[src/rtl/btn_pkg.sv]
// btn_pkg: shared channel state encoding, edge-mode constants and counter sizing.
package btn_pkg;
  typedef enum logic [2:0] {
    ST_RESET,
    ST_NOT_PUSHED,
    ST_DEB_PRESS,
    ST_PUSHED,
    ST_DEB_RELEASE
  } btn_state_t;
  localparam int EDGE_RELEASE = 0;
  localparam int EDGE_PRESS   = 1;
  function automatic int cnt_width(input int d, input int a, input int b);
    int m;
    m = d;
    if (a > m) m = a;
    if (b > m) m = b;
    return $clog2(m + 1);
  endfunction
endpackage

[src/rtl/button_channel.sv]
// button_channel: synchronizer, debounce FSM and auto-repeat for one button.
module button_channel
  import btn_pkg::*;
#(
  parameter int DEBOUNCE_CYCLES = 16,
  parameter int EDGE_MODE       = EDGE_RELEASE,
  parameter int REPEAT_EN       = 0,
  parameter int REPEAT_DELAY    = 64,
  parameter int REPEAT_RATE     = 16
) (
  input  logic clk,
  input  logic rst,
  input  logic din,
  output logic dout,
  output logic held
);
  localparam int W = cnt_width(DEBOUNCE_CYCLES, REPEAT_DELAY, REPEAT_RATE);
  localparam logic [W-1:0] DEB_MAX   = W'(DEBOUNCE_CYCLES);
  localparam logic [W-1:0] DELAY_LIM = W'(REPEAT_DELAY - 1);
  localparam logic [W-1:0] RATE_LIM  = W'(REPEAT_RATE - 1);
  localparam logic [W-1:0] CNT_MAX   = {W{1'b1}};
  localparam bit RPT = (REPEAT_EN != 0) && (EDGE_MODE == EDGE_PRESS);
  localparam bit PRESS_PULSE = (EDGE_MODE == EDGE_PRESS);
  btn_state_t state_q;
  logic sync1_q, s_q, v1_q, v2_q;
  logic [W-1:0] deb_q, rpt_q;
  logic rep_phase_q, dout_q, held_q;
  logic rpt_hit_d;
  assign dout = dout_q;
  assign held = held_q;
  always_comb rpt_hit_d = rpt_q == (rep_phase_q ? RATE_LIM : DELAY_LIM);
  // v2_q marks s_q as a real post-reset sample, so a button held through reset stays in RESET
  always_ff @(posedge clk) begin
    if (rst) begin
      state_q     <= ST_RESET;
      sync1_q     <= 1'b0;
      s_q         <= 1'b0;
      v1_q        <= 1'b0;
      v2_q        <= 1'b0;
      deb_q       <= '0;
      rpt_q       <= '0;
      rep_phase_q <= 1'b0;
      dout_q      <= 1'b0;
      held_q      <= 1'b0;
    end else begin
      sync1_q <= din;
      s_q     <= sync1_q;
      v1_q    <= 1'b1;
      v2_q    <= v1_q;
      dout_q  <= 1'b0;
      if (state_q != ST_PUSHED && state_q != ST_DEB_RELEASE) begin
        rpt_q       <= '0;
        rep_phase_q <= 1'b0;
      end
      case (state_q)
        ST_RESET: if (v2_q && !s_q) state_q <= ST_NOT_PUSHED;
        ST_NOT_PUSHED: if (s_q) begin
          state_q <= ST_DEB_PRESS;
          deb_q   <= W'(1);
        end
        ST_DEB_PRESS: begin
          if (!s_q) state_q <= ST_NOT_PUSHED;
          else if (deb_q == DEB_MAX) begin
            state_q <= ST_PUSHED;
            dout_q  <= PRESS_PULSE;
            held_q  <= 1'b1;
          end else deb_q <= deb_q + W'(deb_q != CNT_MAX);
        end
        ST_PUSHED: begin
          if (!s_q) begin
            state_q <= ST_DEB_RELEASE;
            deb_q   <= W'(1);
          end
          if (RPT) begin
            if (rpt_hit_d) begin
              dout_q      <= 1'b1;
              rpt_q       <= '0;
              rep_phase_q <= 1'b1;
            end else rpt_q <= rpt_q + W'(rpt_q != CNT_MAX);
          end
        end
        ST_DEB_RELEASE: begin
          if (s_q) state_q <= ST_PUSHED;
          else if (deb_q == DEB_MAX) begin
            state_q <= ST_NOT_PUSHED;
            dout_q  <= !PRESS_PULSE;
            held_q  <= 1'b0;
          end else deb_q <= deb_q + W'(deb_q != CNT_MAX);
        end
        default: state_q <= ST_RESET;
      endcase
    end
  end
endmodule

[src/rtl/button_pulser_array.sv]
// button_pulser_array: NUM_BTN independent debounced button pulsers.
module button_pulser_array
  import btn_pkg::*;
#(
  parameter int NUM_BTN         = 4,
  parameter int DEBOUNCE_CYCLES = 16,
  parameter int EDGE_MODE       = EDGE_RELEASE,
  parameter int REPEAT_EN       = 0,
  parameter int REPEAT_DELAY    = 64,
  parameter int REPEAT_RATE     = 16
) (
  input  logic               clk,
  input  logic               rst,
  input  logic [NUM_BTN-1:0] din,
  output logic [NUM_BTN-1:0] dout,
  output logic [NUM_BTN-1:0] held
);
  for (genvar i = 0; i < NUM_BTN; i++) begin : g_ch
    button_channel #(
      .DEBOUNCE_CYCLES(DEBOUNCE_CYCLES),
      .EDGE_MODE      (EDGE_MODE),
      .REPEAT_EN      (REPEAT_EN),
      .REPEAT_DELAY   (REPEAT_DELAY),
      .REPEAT_RATE    (REPEAT_RATE)
    ) u_ch (
      .clk (clk),
      .rst (rst),
      .din (din[i]),
      .dout(dout[i]),
      .held(held[i])
    );
  end
endmodule

[config.mk]
export PLATFORM = sky130hd
export DESIGN_NAME = button_pulser_array
export DESIGN_NICKNAME = d
export VERILOG_FILES = /design/src/rtl/btn_pkg.sv /design/src/rtl/button_channel.sv /design/src/rtl/button_pulser_array.sv
export SDC_FILE = /design/constraint.sdc
export NUM_CORES = 1
export LEC_CHECK = 0
export ABC_AREA = 1
export CAP_MARGIN = 20
export CORE_MARGIN = 3
export CORE_UTILIZATION = 32
export CTS_CLUSTER_SIZE = 12
export DETAILED_ROUTE_END_ITERATION = 6
export DONT_BUFFER_PORTS = 1
export GPL_TIMING_DRIVEN = 0
export RECOVER_POWER = 100
export SETUP_SLACK_MARGIN = 0.05
export SYNTH_ARGS = -nofsm -noshare
export SYNTH_HDL_FRONTEND = slang
export SYNTH_SLANG_ARGS = --single-unit
export TNS_END_PERCENT = 50
[constraint.sdc]
create_clock -name clk -period 2.7 [get_ports clk]
set_clock_uncertainty 0.2 [all_clocks]
set_input_delay 0.675 -clock clk [delete_from_list [all_inputs] [get_ports clk]]
set_output_delay 0.675 -clock clk [all_outputs]
set_load 0.005 [all_outputs]
==> results.md <==
Run status:
- The flow ran to the end, and the final reports show no timing, DRC or antenna violations.

Global route:
- For this run the aggregate overflow at the end of global routing stands at 0.
- Entering global routing, the biggest net connects 11 pins.
- The via count of the first global-routing pass is ~2800.
- The global-route wire length before repair is roughly 12 mm.
- The overall global routing resource usage is 0.131.
- The number of antenna violations at the first check in global routing is 0.

Clock tree:
- In this run the deepest clock path goes through 2 buffers.
- The CTS clock-pin slew for the worst setup and hold paths is approximately 60 ps.
- Hold repair after CTS inserted 0 buffers.
- Clock tree synthesis found a total of 58 sinks.
- The post-cts gate resize count is 0.
- The H-tree generated during clock tree synthesis spans 3 levels.
- The post-CTS setup buffer count is 0.
- TritonCTS built the clock tree.
- CTS placed an instance of sky130_fd_sc_hd__clkbuf_8 at the clock tree root.
- The total CTS buffers is 9.
- The clock latency at the later pin of the worst-skew pair is 330 ps.

Place:
- At the placement stage, the worst setup path has a slack of around 450 ps.
- The wire-length estimate of the detail-placed layout is about 5.1 mm.
- The total cell area at the placement stage is roughly 3500 sq um.
- The count of buffers added on input and output ports is 0.
- The global placer's final weighted congestion is 0.920.

STA:
- The count of final hold-check violations came to 0.
- The total of endpoints with negative setup slack in the final report is 0.
- Setup repair after global routing left no endpoint under its margin.
- The slew at the pin with the worst max-slew slack is approximately 640 ps.
- After layout, the worst setup slack is 545 ps.
- Derived from the worst setup path, the maximum achievable clock frequency is around 460 MHz.
- The setup TNS is 0 ps.
- The worst path in the final design needs a cycle of 2150 ps, including I/O delays and setup.
- The worst slack on hold paths is 201 ps.
- The worst slew slack as a fraction of its limit is 0.572.
- The final-report max-slew violation count was 0.
- In the finished design, the share of the clock period the worst path needs comes to 0.798.

Power and ir drop:
- The total power per unit cell area is 851 nW/um^2.
- In this run the static leakage power is roughly 1.5 nW.
- IR analysis of the VDD net gives a maximum drop of 0.419 mV.
- The completed layout was analyzed and its total power is 3.12 mW.

Logic synthesis:
- The commonest cells after synthesis are 97 x sky130_fd_sc_hd__nand2_1, 66 x sky130_fd_sc_hd__nor2_1, 58 x sky130_fd_sc_hd__dfxtp_1.
- The synthesis warning total is 0.
- The async set or reset register ratio after synthesis is 0.
- The count of different cell masters after synthesis is 33.
- A synthesized cell averages roughly 6.8 sq um.
- Of the synthesized area, sequential elements account for 0.351.
- Yosys attributes the largest share of cell area to sky130_fd_sc_hd__dfxtp_1 35%, sky130_fd_sc_hd__nand2_1 11%, sky130_fd_sc_hd__nand3_1 7.9%, sky130_fd_sc_hd__nor2_1 7.5%, sky130_fd_sc_hd__a21oi_1 5.7%.
- Counting flops and latches in the post-synthesis netlist gives 58.
- Synthesis produced a netlist with a net count of 506.
- The area fraction of the dominant cell type after synthesis is 0.351.
- The synthesized design spends more area on one cell type than any other, namely sky130_fd_sc_hd__dfxtp_1.
- The synthesized instance count is approximately 490.
- Counting flops with a built-in enable in the synthesized netlist gives 0.
- Yosys instantiated no cell more often than sky130_fd_sc_hd__nand2_1.
- The most common flop cell mapped by yosys is sky130_fd_sc_hd__dfxtp_1.
- The area of the mapped netlist is 3310 sq um.

Job:
- The count of max-cap constraint violations is 0.

Detailed routing:
- The pre-antenna-repair detailed-routing pass consisted of 4 iterations.
- After the first detailed-routing iteration, the DRC count stood at 94.
- In this run the remaining antenna-violating nets after routing total 0.
- The detailed-route vias per instance is approximately 4.8.
- The routed layout has 3059 vias.
- The final layout contains routed wiring with a total length of 6.99 mm.
- The DRC violations left is 0.
- The wire length per cell is 11.0 microns.

Floorplanning:
- The number of cell rows is 36.
- The floorplan step defined a core boundary enclosing 9910 sq um.
- The die outline width is between 100 and 150 microns.
- For this configuration, the core starts out at a cell density of 0.334.
- The full die area is roughly 12000 sq um.
- During I/O placement, the number of pins put on the boundary was 14.
- The vertical extent of the die is 108 microns.

Setup path:
- The worst setup path is launched from a flop.
- The maximum fanout encountered on the critical timing path is 7.
- The category of the critical setup timing path is reg2reg.
- At the worst endpoint, the arrival time is 2150 ps.
- The data required time of the worst path is ~2700 ps.
- The worst setup path is captured at a flop.

Cells and area:
- The antenna diode count is 0.
- At the end of the flow, the number of nets in the layout was 517.
- Of the cells placed in the final design, the portion with a size suffix greater than 1 is 0.117.
- With fillers left out, the area of the finished cells amounts to ~3700 sq um.
- The post-synthesis to final-layout area growth is 10.7%.

Hold path:
- The path class of the tightest hold or removal check is reg2reg.
[cell families after synthesis]
| group | count (synthesis) | share of synthesized area |
|---|---|---|
| DFF | 58 | 0.351 |
| adders and majority gates | 11 | 0.0416 |
| AOI/OAI and AO/OA | 86 | 0.141 |
| buffers and inverters | 67 | 0.0855 |
| and+or+nand+nor | 258 | 0.355 |
| xor gates and xnor gates | 9 | 0.0261 |
[final timing paths]
check | start | endpoint | slack (ps) | cells past startpoint
hold reg to reg | g_ch[3].u_ch.sync1_q$_SDFF_PP0_ | g_ch[3].u_ch.s_q$_SDFF_PP0_ | 200 | 2
setup / recovery | g_ch[1].u_ch.deb_q[2]$_SDFFE_PP0P_ | g_ch[1].u_ch.deb_q[4]$_SDFFE_PP0P_ | 550 | 9
hold / removal | g_ch[3].u_ch.sync1_q$_SDFF_PP0_ | g_ch[3].u_ch.s_q$_SDFF_PP0_ | 200 | 2
setup reg to reg | g_ch[1].u_ch.deb_q[2]$_SDFFE_PP0P_ | g_ch[1].u_ch.deb_q[4]$_SDFFE_PP0P_ | 550 | 9
[critical path, cell delays in order (launching register included)]
cell and delay [ps]:
sky130_fd_sc_hd__dfxtp_1 310, sky130_fd_sc_hd__clkbuf_1 240, sky130_fd_sc_hd__nand3_1 130, sky130_fd_sc_hd__nor2_1 140
sky130_fd_sc_hd__nand4_1 140, sky130_fd_sc_hd__ha_1 230, sky130_fd_sc_hd__ha_1 240, sky130_fd_sc_hd__a31o_2 260
sky130_fd_sc_hd__nand3_1 70, sky130_fd_sc_hd__a21oi_1 60
[registers in the layout (all words and copies together), names as in the netlist]
name and cells:
g_ch.u_ch.deb_q 28, g_ch.u_ch.dout 4, g_ch.u_ch.held 4, g_ch.u_ch.s_q 4, g_ch.u_ch.state_q 12, g_ch.u_ch.sync1_q 4
g_ch.u_ch.v1_q 1, g_ch.u_ch.v2_q 1
[area by class of cell]
cell class                      count  area (sq um)
Multi-Input combinational cell    364          1850
Buffer                             15          82.6
Clock buffer                       15           196
Fill cell                        1091          6250
Tap cell                          133           166
Inverter                           52           195
Clock inverter                      1          5.00
Sequential cell                    58          1160
[power by group]
group | switching [mW] | total [mW] | leakage [nW] | internal (mW)
Sequential | 0.126 | 1.09 | 0.473 | 0.969
Combinational | 0.813 | 1.23 | 0.889 | 0.416
Clock | 0.335 | 0.793 | 0.106 | 0.458
Total | 1.27 | 3.12 | 1.47 | 1.84
[per-stage QoR]
stage	util	std cells
after floorplan	-	489
after global placement	0.351	622
after detailed placement	0.351	622
after CTS	0.371	638
after global routing	0.369	638
final	0.369	638
[metal layers]
metal / GRT usage / share of wire / vias to the layer above
met5: 0 / 0 / -
met4: 0.0604 / 0.021 / 0
met3: 0.0216 / 0.030 / 12
met2: 0.214 / 0.45 / 52
met1: 0.169 / 0.50 / 1373
li1: - / - / 1622
[cell usage in the layout, fill, tap and decap left out]
cell	count
sky130_fd_sc_hd__nand2_4	1
sky130_fd_sc_hd__o21ai_0	29
sky130_fd_sc_hd__nand3b_1	2
sky130_fd_sc_hd__nor2_2	4
sky130_fd_sc_hd__o21ai_2	1
sky130_fd_sc_hd__o21a_1	1
sky130_fd_sc_hd__nand2_2	15
sky130_fd_sc_hd__nor3_1	6
sky130_fd_sc_hd__a21oi_1	40
sky130_fd_sc_hd__ha_1	11
sky130_fd_sc_hd__dfxtp_1	58
sky130_fd_sc_hd__clkbuf_8	14
sky130_fd_sc_hd__nand3_1	52
sky130_fd_sc_hd__nor2_1	67
sky130_fd_sc_hd__xor2_1	6
sky130_fd_sc_hd__a31oi_1	1
sky130_fd_sc_hd__inv_1	45
sky130_fd_sc_hd__o21bai_1	1
sky130_fd_sc_hd__nor2_8	1
sky130_fd_sc_hd__nand3_2	1
sky130_fd_sc_hd__nand4_1	9
sky130_fd_sc_hd__clkbuf_4	7
sky130_fd_sc_hd__a31o_2	2
sky130_fd_sc_hd__o21ai_1	7
sky130_fd_sc_hd__a21oi_2	1
sky130_fd_sc_hd__clkinv_2	1
sky130_fd_sc_hd__nor2_4	3
sky130_fd_sc_hd__clkbuf_1	9
sky130_fd_sc_hd__nand2_1	97
sky130_fd_sc_hd__inv_2	7
sky130_fd_sc_hd__a21boi_0	2
sky130_fd_sc_hd__xnor2_1	2
sky130_fd_sc_hd__a21o_1	1
sky130_fd_sc_hd__xor2_2	1
(Power assumes the default switching activity.)
